--- src/rtl/vga_pixel_timer.sv ---
// vga_pixel_timer
// ---------------------------------------------------------------------------
// VGA raster timing generator. Divides the system clock by two into a pixel
// period, walks the pixel coordinate across the full line/frame (visible area
// plus porches and syncs), and re-times syncs, blanking and colour through a
// DRAW_LATENCY-deep pixel-period delay line. The delay lets an external
// drawing chain turn the coordinate into drawRGB before that pixel reaches the
// DAC.
//
// Ports
//   clk           in   system clock (two clocks per pixel period)
//   resetN        in   asynchronous active-low reset
//   drawRGB[7:0]  in   {R[2:0],G[2:0],B[1:0]} from the drawing chain
//   pixelX[10:0]  out  current horizontal coordinate, 0..H_TOTAL-1
//   pixelY[10:0]  out  current vertical coordinate, 0..V_TOTAL-1
//   pixEn         out  pixel-period strobe, high every second clk
//   startOfFrame  out  one-clk pulse at the start of each frame after the first
//   hSyncN        out  horizontal sync, active-low, delayed
//   vSyncN        out  vertical sync, active-low, delayed
//   blankN        out  high while the delayed pixel is visible
//   vgaR/G/B[3:0] out  DAC colour channels, zero while blanked
// ---------------------------------------------------------------------------
module vga_pixel_timer #(
    parameter int H_VISIBLE    = 640,
    parameter int H_FRONT      = 16,
    parameter int H_SYNC       = 96,
    parameter int H_BACK       = 48,
    parameter int V_VISIBLE    = 480,
    parameter int V_FRONT      = 10,
    parameter int V_SYNC       = 2,
    parameter int V_BACK       = 33,
    parameter int DRAW_LATENCY = 1
) (
    input  logic        clk,
    input  logic        resetN,
    input  logic [7:0]  drawRGB,
    output logic [10:0] pixelX,
    output logic [10:0] pixelY,
    output logic        pixEn,
    output logic        startOfFrame,
    output logic        hSyncN,
    output logic        vSyncN,
    output logic        blankN,
    output logic [3:0]  vgaR,
    output logic [3:0]  vgaG,
    output logic [3:0]  vgaB
);

    localparam int H_TOTAL = H_VISIBLE + H_FRONT + H_SYNC + H_BACK;
    localparam int V_TOTAL = V_VISIBLE + V_FRONT + V_SYNC + V_BACK;

    localparam logic [10:0] H_LAST      = 11'(H_TOTAL - 1);
    localparam logic [10:0] V_LAST      = 11'(V_TOTAL - 1);
    localparam logic [10:0] H_VIS_END   = 11'(H_VISIBLE);
    localparam logic [10:0] V_VIS_END   = 11'(V_VISIBLE);
    localparam logic [10:0] H_SYNC_BEG  = 11'(H_VISIBLE + H_FRONT);
    localparam logic [10:0] H_SYNC_END  = 11'(H_VISIBLE + H_FRONT + H_SYNC);
    localparam logic [10:0] V_SYNC_BEG  = 11'(V_VISIBLE + V_FRONT);
    localparam logic [10:0] V_SYNC_END  = 11'(V_VISIBLE + V_FRONT + V_SYNC);

    // Widen 3/3/2-bit colour to 4 bits per channel by replicating the MSBs,
    // so full-scale input maps to full-scale output.
    function automatic logic [11:0] expand_rgb(input logic [7:0] rgb);
        expand_rgb = {rgb[7:5], rgb[7], rgb[4:2], rgb[4], rgb[1:0], rgb[1:0]};
    endfunction

    logic                    pix_en_q, pix_en_d;
    logic [10:0]             x_q, x_d;
    logic [10:0]             y_q, y_d;
    logic                    sof_q, sof_d;
    // Delay line stages: index 0 is loaded from the live coordinate, the last
    // stage drives the outputs. Syncs are carried active-low so the cleared
    // state is already the inactive level.
    logic [DRAW_LATENCY-1:0] hsn_q, hsn_d;
    logic [DRAW_LATENCY-1:0] vsn_q, vsn_d;
    logic [DRAW_LATENCY-1:0] bln_q, bln_d;
    logic [11:0]             rgb_q, rgb_d;

    logic                    hs_raw_s;
    logic                    vs_raw_s;
    logic                    vis_raw_s;

    // Raw sync and visibility decode of the live coordinate.
    always_comb begin
        hs_raw_s  = (x_q >= H_SYNC_BEG) && (x_q < H_SYNC_END);
        vs_raw_s  = (y_q >= V_SYNC_BEG) && (y_q < V_SYNC_END);
        vis_raw_s = (x_q < H_VIS_END) && (y_q < V_VIS_END);
    end

    // Next-state logic: everything except the strobe itself moves only on
    // edges where pixEn is already high, i.e. once per pixel period.
    always_comb begin
        pix_en_d = ~pix_en_q;
        x_d      = x_q;
        y_d      = y_q;
        sof_d    = 1'b0;
        hsn_d    = hsn_q;
        vsn_d    = vsn_q;
        bln_d    = bln_q;
        rgb_d    = rgb_q;
        if (pix_en_q) begin
            if (x_q == H_LAST) begin
                x_d = 11'd0;
                if (y_q == V_LAST) begin
                    y_d   = 11'd0;
                    // Only a real wrap pulses, so the post-reset frame 0
                    // never produces a start-of-frame.
                    sof_d = 1'b1;
                end else begin
                    y_d = y_q + 11'd1;
                end
            end else begin
                x_d = x_q + 11'd1;
            end

            hsn_d[0] = ~hs_raw_s;
            vsn_d[0] = ~vs_raw_s;
            bln_d[0] = vis_raw_s;
            for (int i = 1; i < DRAW_LATENCY; i++) begin
                hsn_d[i] = hsn_q[i-1];
                vsn_d[i] = vsn_q[i-1];
                bln_d[i] = bln_q[i-1];
            end

            // Colour is captured on the same edge that loads the final
            // visibility bit, so it lines up with blankN.
            if (bln_d[DRAW_LATENCY-1]) begin
                rgb_d = expand_rgb(drawRGB);
            end else begin
                rgb_d = 12'h000;
            end
        end else begin
            pix_en_d = 1'b1;
        end
    end

    // State register with asynchronous active-low reset to the idle raster.
    always_ff @(posedge clk or negedge resetN) begin
        if (!resetN) begin
            pix_en_q <= 1'b0;
            x_q      <= 11'd0;
            y_q      <= 11'd0;
            sof_q    <= 1'b0;
            hsn_q    <= {DRAW_LATENCY{1'b1}};
            vsn_q    <= {DRAW_LATENCY{1'b1}};
            bln_q    <= {DRAW_LATENCY{1'b0}};
            rgb_q    <= 12'h000;
        end else begin
            pix_en_q <= pix_en_d;
            x_q      <= x_d;
            y_q      <= y_d;
            sof_q    <= sof_d;
            hsn_q    <= hsn_d;
            vsn_q    <= vsn_d;
            bln_q    <= bln_d;
            rgb_q    <= rgb_d;
        end
    end

    assign pixEn        = pix_en_q;
    assign pixelX       = x_q;
    assign pixelY       = y_q;
    assign startOfFrame = sof_q;
    assign hSyncN       = hsn_q[DRAW_LATENCY-1];
    assign vSyncN       = vsn_q[DRAW_LATENCY-1];
    assign blankN       = bln_q[DRAW_LATENCY-1];
    assign vgaR         = rgb_q[11:8];
    assign vgaG         = rgb_q[7:4];
    assign vgaB         = rgb_q[3:0];

endmodule
--- config.mk ---
export PLATFORM = sky130hd
export DESIGN_NAME = vga_pixel_timer
export DESIGN_NICKNAME = d
export VERILOG_FILES = /design/src/rtl/vga_pixel_timer.sv
export SDC_FILE = /design/constraint.sdc
export NUM_CORES = 1
export LEC_CHECK = 0
export CORE_MARGIN = 8
export CORE_UTILIZATION = 51
export CTS_CLUSTER_SIZE = 28
export DETAILED_ROUTE_END_ITERATION = 6
export PLACE_DENSITY = 0.8
export SYNTH_ARGS = -nofsm -noshare
export SYNTH_HDL_FRONTEND = slang
export SYNTH_SLANG_ARGS = --single-unit
--- constraint.sdc ---
create_clock -name clk -period 4 [get_ports clk]
set_clock_uncertainty 0.15 [all_clocks]
set_input_delay 0.8 -clock clk [delete_from_list [all_inputs] [get_ports clk]]
set_output_delay 0.8 -clock clk [all_outputs]
set_load 0.02 [all_outputs]
Word level (Yosys, flattened, before mapping)
Cells that the tools add are included.
{"block": "word_totals", "ff_bits": 39, "inputBits": 10, "out_inout_bits": 39}
{"block": "classes", "n_addsub": 2, "magnitude_cmp": 6, "eq_ne": 2, "n_mux": 7, "bitwise": 3, "reduce_logical": 4}
{"operator": "$add A11 B1 Y11 const B", "count": 2}
{"operator": "$eq A11 B10 Y1 const B", "count": 2}
{"operator": "$lt A11 B10 Y1 const B", "count": 2}
{"operator": "$lt A11 B9 Y1 const B", "count": 2}
{"operator": "$mux W11", "count": 2}
{"operator": "$mux W12", "count": 1}
{"operator": "$ge A11 B10 Y1 const B", "count": 1}
{"operator": "$ge A11 B9 Y1 const B", "count": 1}
{"operator": "$mux W1", "count": 4}
{"operator": "$logic_and A1 B1 Y1", "count": 3}
{"operator": "$not A1 Y1", "count": 3}
{"operator": "$reduce_and A2 Y1", "count": 1}

Longest topological paths before layout
Gate-level depths: netlist of run 1.
{"block": "depth", "word_depth": 4, "ltp_mapped": 7}

Worst setup path before layout of run 1
Ideal clock, no wire load.
{"block": "synth_path", "path_kind": "register -> register", "startpoint": "register y_q[0] (netlist: pixelY[0])", "endpoint": "register y_q[8] (netlist: pixelY[8])", "arrival_time_ns": 1.814, "t_required_ns": 3.767, "slack_ns": 1.953, "stages_incl_launch_ff": 8, "path_buffers": 1, "synth_period_minus_slack_ns": 2.047, "path_cell_list": "dfrtp_1 inv_1 ha_1 nor4b_1 and4_1 buf_2 or4_1 o21ai_0"}
{"block": "synth_between", "elab_chain_len": 2, "elab_cells_between_ends": 3, "classes_between": "add/sub: 1; eq/ne: 1; mux: 1"}
{"element": "from (decl)", "line_no": "69", "source": "logic [10:0] y_q, y_d;"}
{"element": "from (signal assigned)", "line_no": "151", "source": "y_q <= y_d;"}
{"element": "$add A11 B1 Y11 or $eq A11 B10 Y1 (tied branches)", "line_no": "110, 104"}
{"element": "$mux W11 (*)", "line_no": "104", "source": "if (y_q == V_LAST) begin"}
Every way passes the cells marked *; elsewhere a longest branch is shown, timed or not.
A chain may end at the register's enable or synchronous reset.

Worst setup path in the final report of run 1
{"block": "layout_path", "startpoint": "register pix_en_q (netlist: pixEn)", "endpoint": "output pixEn"}
{"element": "from (decl)", "line_no": "67", "source": "logic pix_en_q, pix_en_d;"}
{"element": "from (signal assigned)", "line_no": "149", "source": "pix_en_q <= pix_en_d;"}
{"element": "to (decl)", "line_no": "39", "source": "output logic pixEn,"}
No word-level cell between the ends.

==> impl_results.md, run 1 <==
* Min-Delay Path Class: flop to flop
* Final #Nets at 228
* Drt pass-1 iters at 4
* Via count at about 1500
* Initial antenna violation count at 0
* Post-Syn Area at ~0.0018 mm2
* R2R setup slack at roughly 1.8 ns
* Die X at between 70 and 80 um
* Detail-routed via count per cell at 5.78
* Skew-Pair Late Insertion Delay at between 0.3 and 0.4 ns
* Hold Fails Final Rpt at 0
* CP Class: flop to output port
* Comb power frac at under 10%
* Post-CTS Setup Bufs at 0
* CP max FO at 13
* Num CTS Buffers at 5
* Layout area overhead at 31.3%
* Final worst-path cycle share at roughly two thirds
* Mapped Cells at approximately 170
* Cell-internal power at roughly 0.0005 W
* GRT Util Overall at 17.1%
* First-pass GRT wire length at 7340 um
* Routed Antenna Nets at 0
* Port Buffers at 48
* Height of the die at approximately 75 um
* Max Clk Rate at between 0.3 and 0.4 GHz
* Placer Congestion at about 0.89
* Finished Layout Cells at between 200 and 300
* Async SR Flop Fraction at 100%
* Core area at between 0.003 and 0.004 mm2
* Number of synthesized flops with an enable pin at 0
* Top Ports at slightly below 50
* Worst Path Required at 3.05 ns
* Final core occ at 69.7%
* Initial DRC count at between 100 and 150
* TNS Setup at 0 ns
* Clock network power share at ~40%
* Fraction of layout cells with a size suffix above 1 at approximately 8.9%
* Rel. slew slack at 71.1%
* Seq/Total Area, Yosys at approximately half
* DR DRC count at 0
* Clock sinks at 35
* DR WL/cell at 17.7 um
* Hold_buf cts at 0
* CTS root buffer: clkbuf_4
* Starting Density at 53.1%
* Final setup violating endpoints at 0
* Die Area at 0.00562 mm2
* Pwr Density at between 200 and 300 mW/mm2
* Syn Area/Cell at 10.5 um2
* Crit path launch type: flop
* CTS tree: done
* Top FF cell, synth: dfrtp_1
* Cts repair resizes at 0
* CP delay by family, top: buffers and inverters
* CP max stage delay at 0.70 ns
* CP endpoint kind: output port
* Yosys top cell area share at between 40% and 50%
* Row Count at 21
* RSZ-0062 raised after global routing: no
* Worst path bufs/invs at 1
* Worst Path Arrival at 1.68 ns
* Flop pwr share at between 50% and 60%
* Netlist cell types at 39
* CP cell instances: clkdlybuf4s50_1
* Max clock buf depth at 2
* Final slew viol count at 0
* Mapped Nets at about 180
* Largest cells by area after synthesis: dfrtp_1 (47%), a22o_1 (4.4%), ha_1 (3.5%), buf_4 (3.4%), dfstp_2 (3.0%)
* Yosys top cell by area: dfrtp_1
* Diode count at 0
* Inst Count DP at roughly 250
* Switching part of the total at roughly a quarter
* Clock slew at reported path FFs at about 0.12 ns
* Final min period at ~2.6 ns
* Vias in the first global route at between 1500 and 2000
* Leakage power at slightly below 1 nW
* Peak VDD IR at between 0.00015 and 0.0002 V
* Worst slew pin tran at 0.433 ns
* H-tree levels at 2
* Final wirelength at 4590 um
* Worst path slowest cell: clkdlybuf4s50_1
* Seq cells post-synth at 35
* Hpwl dp at approximately 3200 um
* Number of synthesis warnings at 0
* Largest net degree at the start of global routing at 36
* GR Overflow Total at 0
* Max cap viols at 0
* Sw Pwr at between 0.00015 and 0.0002 W
* Power after layout at about 0.00067 W
* Status: complete, no violations
[cells in the final DEF, fill, tap and decap left out, types with 6 or more instances in the layout]
cell / count
a22o_1: 9
clkdlybuf4s50_1: 48
dfrtp_1: 33
inv_1: 7
nand2_1: 12
nand3_1: 8
nand4_1: 6
nor2_1: 12
nor3_1: 7
o21ai_0: 10
[state kept, by name, indices dropped and copies added (netlist names)]
register,cells
startOfFrame,1
pixEn,1
blankN,1
pixelY,11
rgb_q,8
pixelX,11
vSyncN,1
hSyncN,1
[stage by stage]
step                hold WS [ns]  worst slack, ns  cell area, um2
floorplan                  0.354             1.95            1770
global placement           0.314             1.79            2240
detailed placement         0.322             1.78            2240
CTS                        0.350             1.37            2330
global route               0.364             1.31            2330
finish                     0.349             1.37            2330
[power groups by stage]
stage,clock (W),combinational (W),sequential [W]
2_1_floorplan,0,0.00000921,0.000372
3_3_place_gp,0,0.0000412,0.000367
3_5_place_dp,0,0.0000420,0.000368
4_1_cts,0.000272,0.0000420,0.000361
5_1_grt,0.000286,0.0000443,0.000362
6_report,0.000271,0.0000411,0.000361
[cell usage after synthesis, types with 4 or more instances]
| cell | count |
|---|---|
| a21oi_1 | 4 |
| a22o_1 | 9 |
| buf_4 | 8 |
| dfrtp_1 | 33 |
| ha_1 | 5 |
| inv_1 | 7 |
| nand2_1 | 12 |
| nand3_1 | 8 |
| nand4_1 | 6 |
| nor2_1 | 12 |
| nor3_1 | 7 |
| nor4_1 | 4 |
| o21ai_0 | 10 |
| xnor2_1 | 4 |
[cell families (layout without fill, tap and decap cells)]
kind of cell    Yosys count  in the layout  synth area share, %
mux                       4              4                 2.33
xor+xnor                  7              7                 3.46
compound gates           33             33                 13.3
flops                    35             35                 49.5
fa+ha+maj                 5              5                 3.53
simple gates             66             66                 22.1
buf+inv                  19             64                 5.79
[area by class of cell]
cell class / instances / area (um2)
fillers: 256 / 1010
repair buffers: 49 / 488
clock buffers: 5 / 37.5
inverters: 7 / 26.3
well taps: 46 / 57.6
flip-flops and latches: 35 / 878
multi-input cells: 115 / 792
clock inverters: 3 / 47.5
[per-layer routing]
layer / wire length (um) / part of all wire (%) / up-vias / global-route usage, %
met4: 42 / 0.91 / 0 / 5.87
met5: 0 / 0 / - / 0
met2: 2280 / 50 / 66 / 28.6
li1: - / - / 698 / -
met3: 359 / 7.8 / 6 / 6.13
met1: 1910 / 42 / 732 / 19.6
[worst paths after layout]
kind | startpoint | to | cells past startpoint
max | pixEn | pixEn | 1
min | blankN | blankN | 1
max reg2reg | pixelY[0] | pixelY[9] | 6
min reg2reg | blankN | blankN | 1
max in group asynchronous | resetN | vSyncN | 2
min in group asynchronous | resetN | pixelX[7] | 2
(Power assumes the default switching activity.)
==> run 2: changes to the inputs <==
- CORE_UTILIZATION: 51 -> 47
- PLACE_DENSITY: 0.8 -> 0.74
- clock period: 4 -> 2.7 ns (I/O delays scaled with it)
==> run 2 against run 1 <==
Net effect:
- die area up 6.7%
- routed wire length shrank 4.2%
- final cell count rose by 0.77%
==> impl_results.md, run 2 (same netlist as run 1, synthesis figures left out) <==
* Initial DRC count at 102 (-22%)
* TNS Setup at 0 ns (unchanged)
* Cts repair resizes at 0 (unchanged)
* Final wirelength at 4400 um (-4.2%)
* Worst path slowest cell: clkdlybuf4s50_1
* Finished Layout Cells at 262 (+0.77%)
* Final min period at roughly 2.3 ns
* Inst Count DP at 254 (+0.79%)
* CP cell instances: clkdlybuf4s50_1
* Port Buffers at 48 (unchanged)
* RSZ-0062 raised after global routing: no
* Final #Nets at 228 (unchanged)
* GRT Util Overall at 15.3% (-1.8 points)
* Max clock buf depth at 2 (unchanged)
* Most frequent cells in the layout: clkdlybuf4s50_1 (48), dfrtp_1 (33), nor2_1 (12), nand2_1 (12), o21ai_0 (10)
* Commonest non-fill, non-tap cell in the layout: clkdlybuf4s50_1
* Die Area at 0.00599 mm2 (+6.7%)
* Die X at 77.4 um (+3.3%)
* Largest net degree at the start of global routing at 36 (unchanged)
* Hpwl dp at 3220 um (+1.9%)
* CP max FO at 13 (unchanged)
* DR WL/cell at 16.8 um (-5.0%)
* Vias in the first global route at 1564 (+3.9%)
* Detail-routed via count per cell at 5.72 (-1.0%)
* Fraction of layout cells with a size suffix above 1 at 8.41% (-0.47 points)
* Num CTS Buffers at 5 (unchanged)
* Routed Antenna Nets at 0 (unchanged)
* Clock sinks at 35 (unchanged)
* Worst slew pin tran at 0.432 ns (-0.00152 ns)
* Starting Density at 48.8% (-4.3 points)
* CP delay by family, top: buffers and inverters
* Post-CTS Setup Bufs at 0 (unchanged)
* Drt pass-1 iters at 4 (unchanged)
* Via count at 1498 (-0.27%)
* Final worst-path cycle share at between 80% and 90%
* Worst path bufs/invs at 1 (unchanged)
* GR Overflow Total at 0 (unchanged)
* Top Ports at 49 (unchanged)
* Diode count at 0 (unchanged)
* Hold Slack at 0.339 ns (-0.0103 ns)
* DR DRC count at 0 (unchanged)
* Status: complete, no violations
* Filler cell count at 315 (+23%)
* CP endpoint kind: output port
* CTS tree: done
* Initial antenna violation count at 0 (unchanged)
* Worst Path Arrival at 1.59 ns (-0.09 ns)
* Skew-Pair Late Insertion Delay at 0.29 ns (-0.07 ns)
* Leakage power at 0.989 nW (+0.58%)
* Row Count at 22 (+4.8%)
* Peak VDD IR at 0.000324 V (+66%)
* First-pass GRT wire length at 7650 um (+4.2%)
* Clock slew at reported path FFs at 0.07 ns (-0.05 ns)
* Placer Congestion at 0.832 (-6.9%)
* Crit path launch type: flop
* H-tree levels at 2 (unchanged)
* CTS root buffer: clkbuf_8
* CP max stage delay at 0.71 ns (about the same)
* Rel. slew slack at 71.2% (+0.10 points)
* Min-Delay Path Class: flop to flop
* Core area at 0.00363 mm2 (+8.9%)
* Max Clk Rate at approximately 0.44 GHz
* Height of the die at 77.4 um (+3.3%)
* Pwr Density at 431 mW/mm2 (+49%)
* Final setup violating endpoints at 0 (unchanged)
* Register area at 878 um2 (unchanged)
* Hold Fails Final Rpt at 0 (unchanged)
* CP Class: flop to output port
* Layout area overhead at 32.3%
* Area of the multi-input gates at 792 um2 (unchanged)
* Hold_buf cts at 0 (unchanged)
* Final slew viol count at 0 (unchanged)
* Max cap viols at 0 (unchanged)
* Worst Path Required at 2.01 ns (-1.04 ns)
-- run 2: area by class of cell --
type	count	area share [%]
Sequential cell	35	37.5
Multi-Input combinational cell	115	33.8
Timing Repair Buffer	49	20.8
Clock buffer	8	4.27
Tap cell	48	2.56
Inverter	7	1.12
-- run 2: where the power goes --
part	leakage [nW]	switching (W)	internal [W]
Combinational	0.493	0.0000288	0.0000315
Clock	0.0515	0.000183	0.000233
Sequential	0.444	0.00000415	0.000530
-- run 2: metrics by stage --
step                utilization, %  total power, W  area, um2  setup slack [ns]
floorplan                        -        0.000565       1770             0.653
global placement              61.8        0.000606       2240             0.712
detailed placement            61.8        0.000606       2240             0.620
CTS                           64.5         0.00102       2340             0.395
global route                  64.5         0.00105       2340             0.306
finish                        64.5         0.00101       2340             0.420
-- run 2: worst paths after layout --
kind                                 from   endpoint  slack (ns)  depth (start not counted)
worst min-delay path               blankN     blankN        0.34                          1
min in group asynchronous          resetN  pixelX[7]        0.51                          2
worst max register to register  pixelY[0]  pixelY[7]        0.60                          6
worst max-delay path                pixEn      pixEn        0.42                          1
max in group asynchronous          resetN     hSyncN        1.54                          2
worst min register to register     blankN     blankN        0.34                          1
-- run 2: layer usage --
metal	share of wire [%]	routed length, um	track usage (%)
met5	0	0	0
met4	1.4	62	5.47
met3	11	463	7.03
met2	48	2110	25.1
met1	40	1770	17.2
==> run 3: changes to the inputs <==
- clock period: 2.7 -> 2.3 ns (I/O delays scaled with it)
==> run 3 against run 2 <==
Net effect:
- global-route usage decreased by 0.19 points
- sequential share of layout area barely moved
- count of clock-buffer cells in the layout fell by 1
- combinational power grew 18%
- first-iteration DRC count rose by 70%
- final cell count is 0.76% higher
- setup slack worse by 0.21 ns
- total power grew 12%
- sequential cell count unchanged
- clock power grew 3%
- routed wire length is 0.82% higher
- highest routed layer unchanged
==> impl_results.md, run 3 (same netlist as run 1, synthesis figures left out) <==
* Max cap viols at 0 (unchanged)
* Worst slew pin tran at 0.423 ns (-0.00899 ns)
* Rel. slew slack at 71.8% (+0.60 points)
* Vias in the first global route at 1513 (-3.3%)
* First-pass GRT wire length at 7490 um (-2.2%)
* Hold_buf cts at 0 (unchanged)
* Cell-internal power at 0.000874 W (+9.9%)
* Via count at 1537 (+2.6%)
* Worst path bufs/invs at 1 (unchanged)
* Drt pass-1 iters at 4 (unchanged)
* Flop pwr share at 55.6% (+2.7 points)
* Clock network power share at 38.1% (-3.0 points)
* Switching part of the total at 22.6% (+1.2 points)
* Hold path depth at 2 (+1)
* Final worst-path cycle share at about 91%
* Port Buffers at 48 (unchanged)
* Row Count at 22 (unchanged)
* CP delay by family, top: simple AND/OR/NAND/NOR gates
* DP Worst Slack at 0.283 ns (-0.337 ns)
* Critical path origin: pixelY[0]
* Top Ports at 49 (unchanged)
* DR DRC count at 0 (unchanged)
* Crit path launch type: flop
* Largest net degree at the start of global routing at 36 (unchanged)
* DR WL/cell at 16.8 um (about the same)
* Hold Fails Final Rpt at 0 (unchanged)
* Cts repair resizes at 0 (unchanged)
* Final core occ at 64.5% (about the same)
* Post-CTS Setup Bufs at 0 (unchanged)
* Core area at 0.00363 mm2 (unchanged)
* Finished Layout Cells at 264 (+0.76%)
* CP endpoint kind: flop
* Placer Congestion at 0.846 (+1.6%)
* Critical path depth at 6 (+5)
* Commonest non-fill, non-tap cell in the layout: clkdlybuf4s50_1
* Num CTS Buffers at 5 (unchanged)
* Setup ws final at 0.210 ns (-0.210 ns)
* Skew-Pair Late Insertion Delay at 0.29 ns (about the same)
* Status: complete, no violations
* Final slew viol count at 0 (unchanged)
* Min-Delay Path Class: flop to flop
* Comb power frac at 6.3% (+0.3 points)
* CP Class: flop to flop
* Filler cell count at 324 (+2.9%)
* Starting Density at 48.8% (unchanged)
* GRT Util Overall at 15.1% (-0.19 points)
* Routed Antenna Nets at 0 (unchanged)
* Sw Pwr at 0.000255 W (+18%)
* Final min period at between 2 and 2.5 ns
* Clock slew at reported path FFs at 0.07 ns (about the same)
* CTS tree: done
* Worst R2R Start: pixelY[0]
* CTS root buffer: clkbuf_8
* Max clock buf depth at 2 (unchanged)
* Hold_sp: hSyncN
* Power after layout at 0.00113 W (+12%)
* Detail-routed via count per cell at 5.82 (+1.8%)
* Final wirelength at 4430 um (+0.82%)
* CP max stage delay at 0.43 ns (-0.28 ns)
* Reg2Reg Depth at 6 (unchanged)
* Max Clk Rate at about 0.48 GHz
* Final #Nets at 230 (+0.88%)
* Most frequent cells in the layout: clkdlybuf4s50_1 (48), dfrtp_1 (33), nor2_1 (12), nand2_1 (12), o21ai_0 (10)
* Initial antenna violation count at 0 (unchanged)
* Peak VDD IR at 0.000375 V (+16%)
* Pwr Density at 482 mW/mm2 (+12%)
* CP cell instances: inv_1 > ha_1 > nor4b_1 > and4_1 > nor2_1 > a32o_1
* Leakage power at 0.985 nW (-0.35%)
* RSZ-0062 raised after global routing: no
* Worst Path Required at 2.31 ns (+0.30 ns)
* Worst Path Arrival at 2.10 ns (+0.51 ns)
* Inst Count DP at 256 (+0.79%)
* CP max FO at 8 (-5)
* TNS Setup at 0 ns (unchanged)
* GR Overflow Total at 0 (unchanged)
* Clock sinks at 35 (unchanged)
* Layout area overhead at 32.2% (about the same)
* Fraction of layout cells with a size suffix above 1 at 8.80% (+0.39 points)
* Die Area at 0.00599 mm2 (unchanged)
* Diode count at 0 (unchanged)
* Hpwl dp at 3230 um (+0.26%)
* H-tree levels at 2 (unchanged)
* Initial DRC count at 173 (+70%)
* Worst path slowest cell: dfrtp_1
* Final setup violating endpoints at 0 (unchanged)
* Die X at 77.4 um (unchanged)
* Height of the die at 77.4 um (unchanged)
==> run 3: cell types whose count changed in the layout (fill, tap and decap cells not counted) <==
cell and delta:
buf_4 +2, clkbuf_8 -2, clkbuf_1 +1, clkinvlp_4 +1
==> run 3: final cells by class <==
type	count	area (um2)	share of cell area, %
inverters	7	26.3	1.12
repair buffers	51	503	21.5
flip-flops and latches	35	878	37.5
clock buffers	7	76.3	3.26
clock inverters	1	7.51	0.320
well taps	48	60.1	2.56
multi-input cells	115	792	33.8
==> run 3: path summary, 6_finish.rpt <==
kind,to,slack (ns)
hold / removal,hSyncN,0.35
setup reg to reg,pixelY[7],0.21
max in group asynchronous,hSyncN,1.24
setup / recovery,pixelY[7],0.21
min in group asynchronous,pixelX[5],0.43
hold reg to reg,hSyncN,0.35
==> run 3: per-stage QoR <==
stage | hold WS [ns] | instance area, um2
3_3_place_gp | 0.318 | 2260
2_1_floorplan | 0.0144 | 1770
3_5_place_dp | 0.319 | 2260
6_report | 0.350 | 2340
5_1_grt | 0.369 | 2340
4_1_cts | 0.351 | 2340
==> run 3: per-layer routing <==
metal / up-vias / share of wire [%] / global-route usage (%)
met4: 0 / 2.0 / 6.04
li1: 708 / - / -
met3: 14 / 11 / 7.49
met5: - / 0 / 0
met1: 738 / 41 / 17.3
met2: 77 / 46 / 23.7
==> run 3: worst register-to-register path, cell delays in order, from the launching register on <==
cell and delay (ns):
dfrtp_1 0.43, inv_1 0.13, ha_1 0.15, nor4b_1 0.28, and4_1 0.39, nor2_1 0.15, a32o_1 0.28
==> run 3: power groups by stage <==
stage          clock, W  sequential, W  combinational, W
6_report       0.000430       0.000628         0.0000711
5_1_grt        0.000466       0.000628         0.0000782
4_1_cts        0.000439       0.000628         0.0000732
3_5_place_dp          0       0.000639         0.0000728
3_3_place_gp          0       0.000639         0.0000724
2_1_floorplan         0       0.000648         0.0000160
